==> config.mk <==
export PLATFORM = sky130hd
export DESIGN_NAME = instr_mem_loadable
export DESIGN_NICKNAME = d
export VERILOG_FILES = /design/src/rtl/instr_mem_loadable.sv
export SDC_FILE = /design/constraint.sdc
export NUM_CORES = 1
export LEC_CHECK = 0
export BUFFER_PORTS_ARGS = -buffer_cell sky130_fd_sc_hd__buf_2
export CORE_AREA = 5 5 113 168
export DETAILED_ROUTE_END_ITERATION = 6
export DIE_AREA = 0 0 118 173
export SETUP_SLACK_MARGIN = 0.1
export SLEW_MARGIN = 20
export SYNTH_ARGS = -nofsm -noshare
export SYNTH_HDL_FRONTEND = slang
export SYNTH_SLANG_ARGS = --single-unit
==> constraint.sdc <==
create_clock -name clk -period 2.24 [get_ports clk]
set_input_delay 0.224 -clock clk [delete_from_list [all_inputs] [get_ports clk]]
set_output_delay 0.224 -clock clk [all_outputs]
set_load 0.03 [all_outputs]
==> src/rtl/instr_mem_loadable.sv <==
// Run-time loadable instruction memory: zero-latency fetch in IDLE, and a
// valid/ready write port driven by a two-state load FSM that stalls the core.
module instr_mem_loadable #(
  parameter int INSTR_W = 12,
  parameter int DEPTH   = 8,
  parameter int ADDR_W  = $clog2(DEPTH)
) (
  input  logic               clk,
  input  logic               reset_n,
  input  logic [ADDR_W-1:0]  pc,
  output logic [INSTR_W-1:0] instr,
  output logic               stall,
  input  logic               load_start,
  input  logic               load_end,
  input  logic               wr_valid,
  input  logic [INSTR_W-1:0] wr_data,
  output logic               wr_ready,
  output logic               load_done,
  output logic [ADDR_W:0]    words_loaded
);

  localparam logic [ADDR_W-1:0] LAST_ADDR = ADDR_W'(DEPTH - 1);
  localparam logic [ADDR_W:0]   DEPTH_C   = (ADDR_W + 1)'(DEPTH);

  typedef enum logic {IDLE, LOAD} state_t;

  state_t               state;
  logic [ADDR_W-1:0]    ptr;
  logic [ADDR_W:0]      cnt;
  logic [INSTR_W-1:0]   mem [DEPTH];
  logic                 accept;
  logic                 last_word;
  logic                 finish;

  assign accept    = (state == LOAD) && wr_valid;
  assign last_word = accept && (ptr == LAST_ADDR);
  assign finish    = (state == LOAD) && (last_word || load_end);

  // Handshake outputs come straight from the state register.
  assign stall    = (state == LOAD);
  assign wr_ready = (state == LOAD);

  // Addresses beyond DEPTH (non-power-of-two sizes) and all loading cycles read as NOP.
  always_comb begin
    instr = '0;
    if ((state == IDLE) && ({1'b0, pc} < DEPTH_C))
      instr = mem[pc];
  end

  always_ff @(posedge clk or negedge reset_n) begin
    if (!reset_n) begin
      for (int i = 0; i < DEPTH; i++)
        mem[i] <= '0;
    end else if (accept) begin
      mem[ptr] <= wr_data;
    end
  end

  always_ff @(posedge clk or negedge reset_n) begin
    if (!reset_n) begin
      state        <= IDLE;
      ptr          <= '0;
      cnt          <= '0;
      load_done    <= 1'b0;
      words_loaded <= '0;
    end else begin
      load_done <= 1'b0;
      case (state)
        IDLE: begin
          if (load_start) begin
            state <= LOAD;
            ptr   <= '0;
            cnt   <= '0;
          end
        end
        LOAD: begin
          // The pointer parks on the last entry instead of wrapping.
          if (accept) begin
            cnt <= cnt + 1'b1;
            if (!last_word)
              ptr <= ptr + 1'b1;
          end
          if (finish) begin
            state        <= IDLE;
            load_done    <= 1'b1;
            words_loaded <= cnt + {{ADDR_W{1'b0}}, accept};
          end
        end
        default: state <= IDLE;
      endcase
    end
  end

endmodule

==> results list, run 1 <==
* Run status: finished clean
* Worst-case clock buffer depth: 2
- Number of warnings issued by yosys: 0
- The worst setup path is launched from a register.
- Global router's overall resource usage: 0.110
- At the placement stage, the worst setup path has a slack of roughly 0.39 ns.
- Once detail routing completed, the nets flagged for antenna violations numbered 0.
- Power share of the sequential group: 0.471
- Count of port buffers added during placement: 38
- The tightest min-delay check is of the in2reg type.
- Measured against its own limit, the worst slew margin works out to 0.542.
* Overall via count from detail_route: 2888
* Required arrival time at the worst endpoint: just over 2 ns
- Summing internal, switching and leakage power gives slightly below 7000 uW.
- Across the run, the number of max-cap violations was 0.
- Leaving out fill and tap cells, the most frequent cell in the layout is sky130_fd_sc_hd__dfrtp_1.
* Core region area: 17300 sq um
- Starting utilization of the core area: 0.296
* Number of nets at the end of the flow: about 400
* Final period demand of the worst path: 1.87 ns
* CTS Root Buffer Type: sky130_fd_sc_hd__clkbuf_16
- Largest fanout on the critical path: 23
* DP Wirelength: around 7.4 mm
* Via density per instance: 4.85
- In the final layout, the share of cells above drive strength 1 is 0.525.
- Timing would allow up to roughly 540 MHz.
* Start-to-end type of the worst setup path: reg2out
- In the layout the commonest cells are sky130_fd_sc_hd__dfrtp_1, sky130_fd_sc_hd__mux2_2, sky130_fd_sc_hd__buf_2, sky130_fd_sc_hd__mux4_2, sky130_fd_sc_hd__nor2_1.
- Once layout is done, the placed cells without fillers occupy just under 6000 sq um.
- The clock reaches the later pin of the worst-skew pair after between 0.3 and 0.4 ns.
- For this run, the detailed router's first-pass iteration total came to 4.
* Endpoints failing setup: 0
- Area of the multi-input gates: approximately 2300 sq um
- Global placement routability congestion: about 0.77
- Summing every instance area after synthesis gives around 5100 sq um.
- Counting every net in the synthesized netlist gives 354.
- Global-route wire length before repair: between 15 and 20 mm
- The share of total power dissipated in the clock network is 0.226.
- The initialized floorplan defines 59 standard-cell rows.
- Clock-pin slew was measured on the worst setup and hold paths at ~0.070 ns.
- The internal power of the cells totals slightly below 5000 uW.
- Setup TNS Final: 0 ns
- The die is 118 microns wide.
- After filler insertion, the fill cell instance count of the layout stands at roughly 1700.
- In this run the cell area measured after placement is between 5000 and 6000 sq um.
- The floorplan step defined a die boundary enclosing ~20000 sq um.
* Count of state elements after synthesis: 109
- The via count of the first global-routing pass was 3258.
* Switching Share: 0.291
- CP arrival: 1.64 ns
- CTS saw 109 sinks.
- In this run the power density over the cells is approximately 1200 nW/um^2.
- Logic pwr share: 0.303
- Sequential standard cell area: about 2700 sq um
* Antenna violations before repair: 1
- Entering global routing, the biggest net connects 51 pins.
* Transition at the pin with the smallest max-transition slack: between 0.6 and 0.7 ns
- Standby leakage power: 0.00280 uW
- Violation count after the first detailed-routing iteration: roughly 130
- The count of final max-slew check failures came to 0.
- The H-tree was split into 3 levels.
- Average cell area after synthesis: 15.5 sq um
- Sequential fraction of the synthesis area: 0.533
- Of the available clock period, the critical path in the final layout requires 0.833.
- The worst setup path is captured at an output port.
- During I/O placement, the number of pins put on the boundary was 39.
- After detailed routing, the average wire length per cell comes to ~18 microns.
- Switching Power: about 2000 uW
- Total clock buffers created by CTS: 9
* Final worst-path setup slack: 0.375 ns
* Remaining routing DRC violations: 0
- The clock arrives with about 0.008 ns of skew.
- The count of final hold-check violations came to 0.
- IR analysis of the VDD net gives a maximum drop of between 0.6 and 0.7 mV.
- For this run the aggregate overflow at the end of global routing stands at 0.
- Layout area overhead: 16.1%
* Post-synth cell types: 29
- DIE HEIGHT: approximately 170 microns
* RSZ-0062 raised after global routing: false
- Synthesis produced a netlist whose cell count is approximately 330.
* Sum of routed wire length over all layers: roughly 11 mm
* Diodes inserted: 0
- TritonCTS clock tree: built
==> layout make-up <==
class | instances | area share
Multi-Input combinational cell | 199 | 0.381
Inverter | 1 | 0.000632
Sequential cell | 109 | 0.459
Clock buffer | 11 | 0.0426
Timing Repair Buffer | 58 | 0.0645
Tap cell | 213 | 0.0449
Clock inverter | 5 | 0.00695
==> repair_timing <==
item | in CTS | in global routing
resized for setup | 0 | 0
endpoints found under the hold margin | 46 | 0
hold buffers | 1 | 0
setup buffers | 0 | 0
==> cells in the mapped netlist <==
master	number	area (sq um)
sky130_fd_sc_hd__or3_1	1	6.26
sky130_fd_sc_hd__nand2_1	5	18.8
sky130_fd_sc_hd__buf_6	2	22.5
sky130_fd_sc_hd__dfrtp_1	109	2730
sky130_fd_sc_hd__mux2i_1	16	160
sky130_fd_sc_hd__o21ai_0	2	10.0
sky130_fd_sc_hd__mux2_2	91	1020
sky130_fd_sc_hd__xor2_1	3	26.3
sky130_fd_sc_hd__mux2_4	10	150
sky130_fd_sc_hd__nor2b_1	1	6.26
sky130_fd_sc_hd__buf_4	5	37.5
sky130_fd_sc_hd__mux4_2	24	541
sky130_fd_sc_hd__and2_1	1	6.26
sky130_fd_sc_hd__nand3_4	1	17.5
sky130_fd_sc_hd__clkbuf_1	2	7.51
sky130_fd_sc_hd__nand3_1	1	5.00
sky130_fd_sc_hd__o21a_1	1	7.51
sky130_fd_sc_hd__buf_2	9	45.0
sky130_fd_sc_hd__ha_1	5	62.6
sky130_fd_sc_hd__inv_1	1	3.75
sky130_fd_sc_hd__nand4_1	1	6.26
sky130_fd_sc_hd__nand3b_4	1	20.0
sky130_fd_sc_hd__or3_4	1	11.3
sky130_fd_sc_hd__nor3b_1	3	22.5
sky130_fd_sc_hd__nor2_1	18	67.6
sky130_fd_sc_hd__nand2b_1	6	37.5
sky130_fd_sc_hd__buf_1	2	7.51
sky130_fd_sc_hd__a21o_1	4	30.0
sky130_fd_sc_hd__xnor2_1	3	26.3
==> worst paths after layout <==
check	to	startpoint	cells after the start	slack, ns
max in group asynchronous	mem[54]	reset_n	3	1.10
worst max-delay path	instr[1]	stall	3	0.37
worst min register to register	mem[67]	mem[67]	1	0.50
worst max register to register	mem[85]	stall	3	0.42
min in group asynchronous	mem[74]	reset_n	2	0.46
worst min-delay path	cnt[1]	load_start	2	0.20
==> cells by family (layout without fill, tap and decap cells) <==
group                      after synthesis  after routing  synth area share
xor gates and xnor gates                 6              6            0.0103
DFF                                    109            109             0.533
muxes                                  141            141             0.367
AOI/OAI and AO/OA                        7              7           0.00930
and+or+nand+nor                         40             40            0.0440
buffers and inverters                   21             75            0.0242
adders and majority gates                5              5            0.0122
==> metal layers <==
metal / track usage / vias up / share of wire
met3: 0.0209 / 11 / 0.037
li1: - / 1303 / -
met1: 0.138 / 1524 / 0.43
met4: 0.0359 / 2 / 0.016
met2: 0.190 / 48 / 0.52
met5: 0 / - / 0.00065
==> power groups by stage <==
stage / clock network (uW) / registers [uW] / logic [uW]
6_report: 1540 / 3220 / 2070
5_1_grt: 1680 / 3330 / 2260
4_1_cts: 1610 / 3230 / 2110
3_5_place_dp: 0 / 3260 / 2110
3_3_place_gp: 0 / 3210 / 2040
2_1_floorplan: 0 / 3160 / 1640
==> sequential cells by signal, indices dropped and copies added, names as in the netlist <==
signal	cells
cnt	4
mem	96
load_done	1
words_loaded	4
ptr	3
stall	1
==> per-stage QoR <==
step	cells	utilization	hold slack, ns
floorplan	329	-	-0.0716
global placement	579	0.326	0.289
detailed placement	579	0.326	0.307
CTS	596	0.344	0.197
global route	596	0.344	0.205
finish	596	0.344	0.198
==> worst max-delay path, stage by stage (launching register included) <==
cell,delay (ns)
sky130_fd_sc_hd__dfrtp_1,0.62
sky130_fd_sc_hd__buf_4,0.39
sky130_fd_sc_hd__nor2_1,0.10
sky130_fd_sc_hd__buf_2,0.19
Note: power is estimated with default switching activity, not from simulation.
==> run 2: changes to the inputs <==
==> constraint.sdc (replaced) <==
create_clock -name clk -period 1.55 [get_ports clk]
set_input_delay 0.155 -clock clk [delete_from_list [all_inputs] [get_ports clk]]
set_output_delay 0.155 -clock clk [all_outputs]
set_load 0.03 [all_outputs]
==> run 2 against run 1 <==
Against the previous run: the run now ends with setup timing left; via count up 5.4%; sequential share of layout area down 6.4 points; power up 65%; clock skew up 0.0011 ns; die area unchanged; worst hold slack worse by 0.070 ns; global-route usage up 0.74 points.
==> results list, run 2 (synthesis gave the netlist of run 1 again) <==
- The flow ran to the end, but the final reports show violations.
- Violations in the final reports: setup timing
- For this configuration, the core starts out at a cell density of 0.296.
* Place WS: -0.136 ns
- RSZ-0062 raised after global routing: true
- Remaining routing DRC violations: 0
- Worst hold slack across all endpoints: about 0.13 ns
- The final layout contains routed wiring with a total length of roughly 12 mm.
- Clock-pin slew was measured on the worst setup and hold paths at ~0.07 ns.
- CTS saw about 110 sinks.
- The first global-routing pass estimated 19.2 mm of wire.
- Nature of the critical path endpoint: output port
- Start-to-end type of the worst setup path: reg2out
* Relative slew margins: 0.683
- In this run the clock root is driven by a sky130_fd_sc_hd__clkbuf_16.
- TritonCTS built the clock tree.
* Transition at the pin with the smallest max-transition slack: around 0.48 ns
* MaxCap Viol Count: 0
- The routed layout has 3045 vias.
* Core Util, Final: 0.399
- DIE HEIGHT: approximately 170 microns
- The register with the most flip-flops in the layout has between 90 and 100 of them.
- More flip-flops sit in one register than any other, and that register is mem.
* Element type at the critical path start: register
- The count of final max-slew check failures came to 0.
* Depth of the CTS H-tree: 3
- The via count of the first global-routing pass is between 3000 and 4000.
- The worst hold path belongs to the class in2reg.
- Top flop regs: mem: 96 flops, cnt: 4 flops, words_loaded: 4 flops
- For this run, the total global-route usage over all layers was measured as 0.117.
- Area of placed instances: 5980 sq um
* Number of top-level pins: 39
- Layout area overhead: 34.9%
- VDD sags by at most approximately 0.59 mV.
- Commonest cells after routing, fill and taps aside: sky130_fd_sc_hd__dfrtp_1, sky130_fd_sc_hd__mux2_4, sky130_fd_sc_hd__buf_4, sky130_fd_sc_hd__mux4_2, sky130_fd_sc_hd__buf_6
- Setup violations remaining at the end of the flow were counted as 32.
- Total clock buffers created by CTS: 9
- Final period demand of the worst path: around 1.8 ns
- The analysis attributes to cell leakage a power of about 0.0032 uW.
* Final Hold Violating Endpoints: 0
* Worst reg-to-reg setup slack: -0.03 ns
- In this run the standard cell core region covers 17300 sq um.
- Worst clock skew on the final layout: between 0.009 and 0.01 ns
* Count of port buffers added during placement: 38
- Antenna violations before repair: 0
- After layout, the worst setup slack is -0.240 ns.
- The library cell used most frequently in the layout, excluding fill and tap cells, is sky130_fd_sc_hd__dfrtp_1.
* Critical path's slowest cell: sky130_fd_sc_hd__mux4_2
* Maximum clock frequency: around 560 MHz
* Number of filler instances in the final layout: 1598
* Number of nets at the end of the flow: 442
- Post-route antenna net violation count: 0
- The first TritonRoute pass finished after 4 iterations.
* Clock network latency to the later pin of the worst-skew pair: ~0.35 ns
- Biggest cell delay along the critical path: approximately 0.5 ns
- Of all nets on the critical path, the largest fanout is 2.
- Adding up every negative setup slack in the final design gives -2.48 ns.
- DIE WIDTH: roughly 120 microns
* Diodes inserted: 0
- DP Wirelength: between 7 and 8 mm
* Fraction of the cycle the final worst path needs: 1.15
- Via density per instance: ~4.8
- Grt total ovfl: 0
- No sink is reached through more buffers than the 2 on the longest clock path.
* Area of all placed cells without fillers: between 6000 and 7000 sq um
- At the end of routability-driven placement, the weighted congestion stood at 0.718.
- In the final routed layout, each cell accounts on average for 18.8 microns.
- Die footprint: 20400 sq um
* Cell-by-cell listing of the critical path: mux4_2 -> mux2i_2 -> nor2_1 -> buf_4
* Required arrival time at the worst endpoint: between 1 and 1.5 ns
- Maximum number of pins on one net before global-route repair: a little under 50
- Dividing total power by cell area gives a power density of about 1600 nW/um^2.
- For the worst setup path, the data arrival time is between 1.5 and 2 ns.
- Proportion of layout cells with a drive suffix above 1: 0.642
* Placement row count: between 50 and 60
* Violation count after the first detailed-routing iteration: about 150
==> run 2: routing by layer <==
layer,GRT usage,part of all wire
met1,0.139,0.43
met2,0.213,0.54
met3,0.0173,0.018
met4,0.0450,0.022
met5,0,0
==> run 2: worst max-delay path, delay by kind of cell (launching register included) <==
family | cells | cell delay [ns]
flops | 1 | 0.38
buf+inv | 1 | 0.17
simple gates | 1 | 0.06
mux | 2 | 0.69
==> run 2: cell type report <==
cell class | instances | area, sq um | area share
repair buffers | 95 | 866 | 0.126
clock inverters | 5 | 43.8 | 0.00635
well taps | 213 | 267 | 0.0386
multi-input cells | 201 | 2750 | 0.398
clock buffers | 11 | 243 | 0.0352
flip-flops and latches | 109 | 2730 | 0.396
inverters | 1 | 3.75 | 0.000544
==> run 2: what timing repair did <==
item                                    in CTS  in global routing
gates resized for setup                    100                 21
endpoints found under the hold margin       30                  0
pin swaps                                   13                  8
endpoints found under the setup margin     116                119
hold buffers                                 1                  0
cloned                                       2                  0
buffers inserted                            11                 14
==> run 2: worst paths after layout <==
kind | end | start | depth (start not counted)
hold reg to reg | mem[95] | mem[95] | 1
setup / recovery | instr[11] | mem[11] | 4
hold / removal | cnt[1] | load_start | 2
min in group asynchronous | cnt[1] | reset_n | 2
max in group asynchronous | mem[18] | reset_n | 3
setup reg to reg | words_loaded[3] | ptr[0] | 6
==> run 2: per-stage QoR <==
stage          total power (uW)  cells
5_1_grt                   11900    635
4_1_cts                   11200    623
3_3_place_gp               8000    593
2_1_floorplan              7260    329
6_report                  11300    635
3_5_place_dp               8180    593
==> run 2: where the power goes <==
group / total [uW] / internal, uW / switching [uW]
Sequential: 4690 / 4000 / 692
Combinational: 4370 / 2810 / 1560
Clock: 2220 / 1160 / 1070
==> run 3: changes to the inputs <==
--- a/config.mk
+++ b/config.mk
@@ -9,6 +9,7 @@
 export CORE_AREA = 5 5 113 168
 export DETAILED_ROUTE_END_ITERATION = 6
 export DIE_AREA = 0 0 118 173
+export MAX_ROUTING_LAYER = met4
 export SETUP_SLACK_MARGIN = 0.1
 export SLEW_MARGIN = 20
 export SYNTH_ARGS = -nofsm -noshare
==> run 3 against run 2 <==
Against the previous run: largest power group unchanged; cell area did not move; clock power barely moved; utilization did not move; power barely moved; the flow still finishes with violations (setup timing); maximum frequency fell by 0.14%.
==> results list, run 3 (synthesis gave the netlist of run 1 again) <==
* Run status: finished with violations
- The checks that failed: setup timing.
* CTS Root Buffer Type: sky130_fd_sc_hd__clkbuf_16
- Required arrival time at the worst endpoint: ~1.4 ns
- Worst clock skew on the final layout: approximately 0.0074 ns
* Leading cell type in the layout, fill and taps excluded: sky130_fd_sc_hd__dfrtp_1
- Clock network latency to the later pin of the worst-skew pair: about 0.35 ns
- Worst-case clock buffer depth: 2
- Biggest cell delay along the critical path: roughly 0.50 ns
- The count of final hold-check violations was 0.
- Number of nets at the end of the flow: 442
- The die is about 170 microns tall.
- TritonCTS built the clock tree.
* Critical path's slowest cell: sky130_fd_sc_hd__mux4_2
* Post-route antenna net violation count: 0
* Min-Delay Startpoint: load_start
- Endpoint of the most critical register-to-register path: words_loaded[3]
- Maximum number of pins on one net before global-route repair: a little under 50
- The initial utilization of the core area, before any placement, comes to 0.296.
* Core region area: 17300 sq um
* Final period demand of the worst path: between 1.5 and 2 ns
* Fraction of met2 tracks used by global routing: 0.212
- Data arrives at the worst endpoint at approximately 1.6 ns.
- Pin placement for this block handled 39 I/O pins.
- Top flop regs: mem: 96 flops, cnt: 4 flops, words_loaded: 4 flops
- The initial antenna violation count is 0.
- Total clock buffers created by CTS: 9
- Die footprint: 20400 sq um
- In this run the core area contains 59 standard-cell rows.
- Max-cap violations in this run came to 0.
* Critical Path Start: mem[11]
- The count of final max-slew check failures is 0.
- Worst hold slack across all endpoints: between 0.1 and 0.15 ns
* Worst ir drop on vdd: between 0.5 and 0.6 mV
- Depth of the CTS H-tree: 3
* Count of port buffers added during placement: 38
- Most Crowded Layer GR: met2
- The number of antenna diodes in the final layout is 0.
* RSZ-0062 raised after global routing: true
- DIE WIDTH: approximately 120 microns
* Endpoint, Worst Hold: cnt[1]
- Clock-pin slew was measured on the worst setup and hold paths at 0.07 ns.
* Overall via count from detail_route: 3039
- Global-route wire length before repair: 19.2 mm
- Remaining routing DRC violations: 0
- The register with the most flip-flops in the layout has 96 of them.
- Element type at the critical path start: register
* Commonest cells after routing, fill and taps aside: sky130_fd_sc_hd__dfrtp_1, sky130_fd_sc_hd__mux2_4, sky130_fd_sc_hd__buf_4, sky130_fd_sc_hd__mux4_2, sky130_fd_sc_hd__buf_6
* Violation count after the first detailed-routing iteration: approximately 160
* Cell area power density: between 1500 and 2000 nW/um^2
* Cell-by-cell listing of the critical path: mux4_2 -> mux2i_2 -> nor2_1 -> buf_4
- The first detailed-routing pass took 4 iterations.
- Grt total ovfl: 0
* Via density per instance: approximately 4.8
- R2R cell count: 6
- GR met3 Demand/Resource: 0.0193
- Transition at the pin with the smallest max-transition slack: roughly 0.48 ns
* Layout area overhead: 34.9%
* Maximum clock frequency: around 560 MHz
- The worst hold path belongs to the class in2reg.
- The worst register-to-register path begins at ptr[0].
* Largest register by flop count: mem
* Global router's overall resource usage: 0.121
* WL per Instance: between 15 and 20 microns
* Proportion of layout cells with a drive suffix above 1: 0.642
* Area of placed instances: around 6000 sq um
- By startpoint and endpoint, the worst setup path is classified as reg2out.
- Global placement routability congestion: about 0.73
- Area of all placed cells without fillers: between 6000 and 7000 sq um
- Relative slew margins: 0.683
* DP Wirelength: 7.80 mm
- Met1 track demand over resource: 0.141
* Nature of the critical path endpoint: output port
- For flop-to-flop paths, the worst setup slack is -0.03 ns.
- Number of global-route vias before repair: 3545
* Fraction of the cycle the final worst path needs: 1.16
- Hold Path Depth: 2
- Sum of routed wire length over all layers: between 10 and 15 mm
- Of all nets on the critical path, the largest fanout is 2.
* Endpoints failing setup: 34
* Final worst-path setup slack: -0.243 ns
* Standby leakage power: approximately 0.0032 uW
- Num Clock Sinks: about 110
run 3: metal layers:
metal,wire length (microns),part of all wire,vias up
met5,0,0,-
met4,218,0.018,0
met3,172,0.014,13
met2,6450,0.54,35
met1,5110,0.43,1620
li1,-,-,1371
run 3: stage by stage:
step                TNS [ns]  worst slack [ns]  cells  utilization  power [uW]
floorplan              -1.91            -0.187    329            -        7260
global placement       -1.44            -0.120    593        0.346        8000
detailed placement     -1.75            -0.136    593        0.346        8180
CTS                    -3.46            -0.279    623        0.391       11200
global route           -6.12            -0.297    635        0.399       11900
finish                 -2.52            -0.243    635        0.399       11300
run 3: final cells by class:
class	count	area, sq um
repair buffers	95	866
well taps	213	267
multi-input cells	201	2750
clock buffers	11	243
flip-flops and latches	109	2730
fillers	1598	10400
inverters	1	3.75
clock inverters	5	43.8
run 3: worst max-delay path: cells and delay by family (launching register included):
family                 cells  cell delay [ns]
DFF                        1             0.38
muxes                      2             0.69
buffers and inverters      1             0.17
and+or+nand+nor            1             0.06
run 3: power breakdown:
| group | total [uW] | switching (uW) | internal, uW |
|---|---|---|---|
| clock network | 2230 | 1070 | 1160 |
| registers | 4690 | 692 | 4000 |
| logic | 4370 | 1560 | 2810 |
| total | 11300 | 3330 | 7970 |
run 3: what timing repair did:
item	in CTS	in global routing
hold buffers	1	0
gates cloned	2	0
resized for setup	100	21
setup endpoints to repair	116	119
setup buffers	11	14
pin swaps	13	8
hold endpoints to repair	30	0
run 3: how the worst max path moves through the flow:
stage / endpoint / slack [ns]
finish: instr[11] / -0.24
global route: instr[11] / -0.30
CTS: instr[11] / -0.28
detailed placement: instr[10] / -0.14
global placement: instr[2] / -0.12
floorplan: words_loaded[2] / -0.19
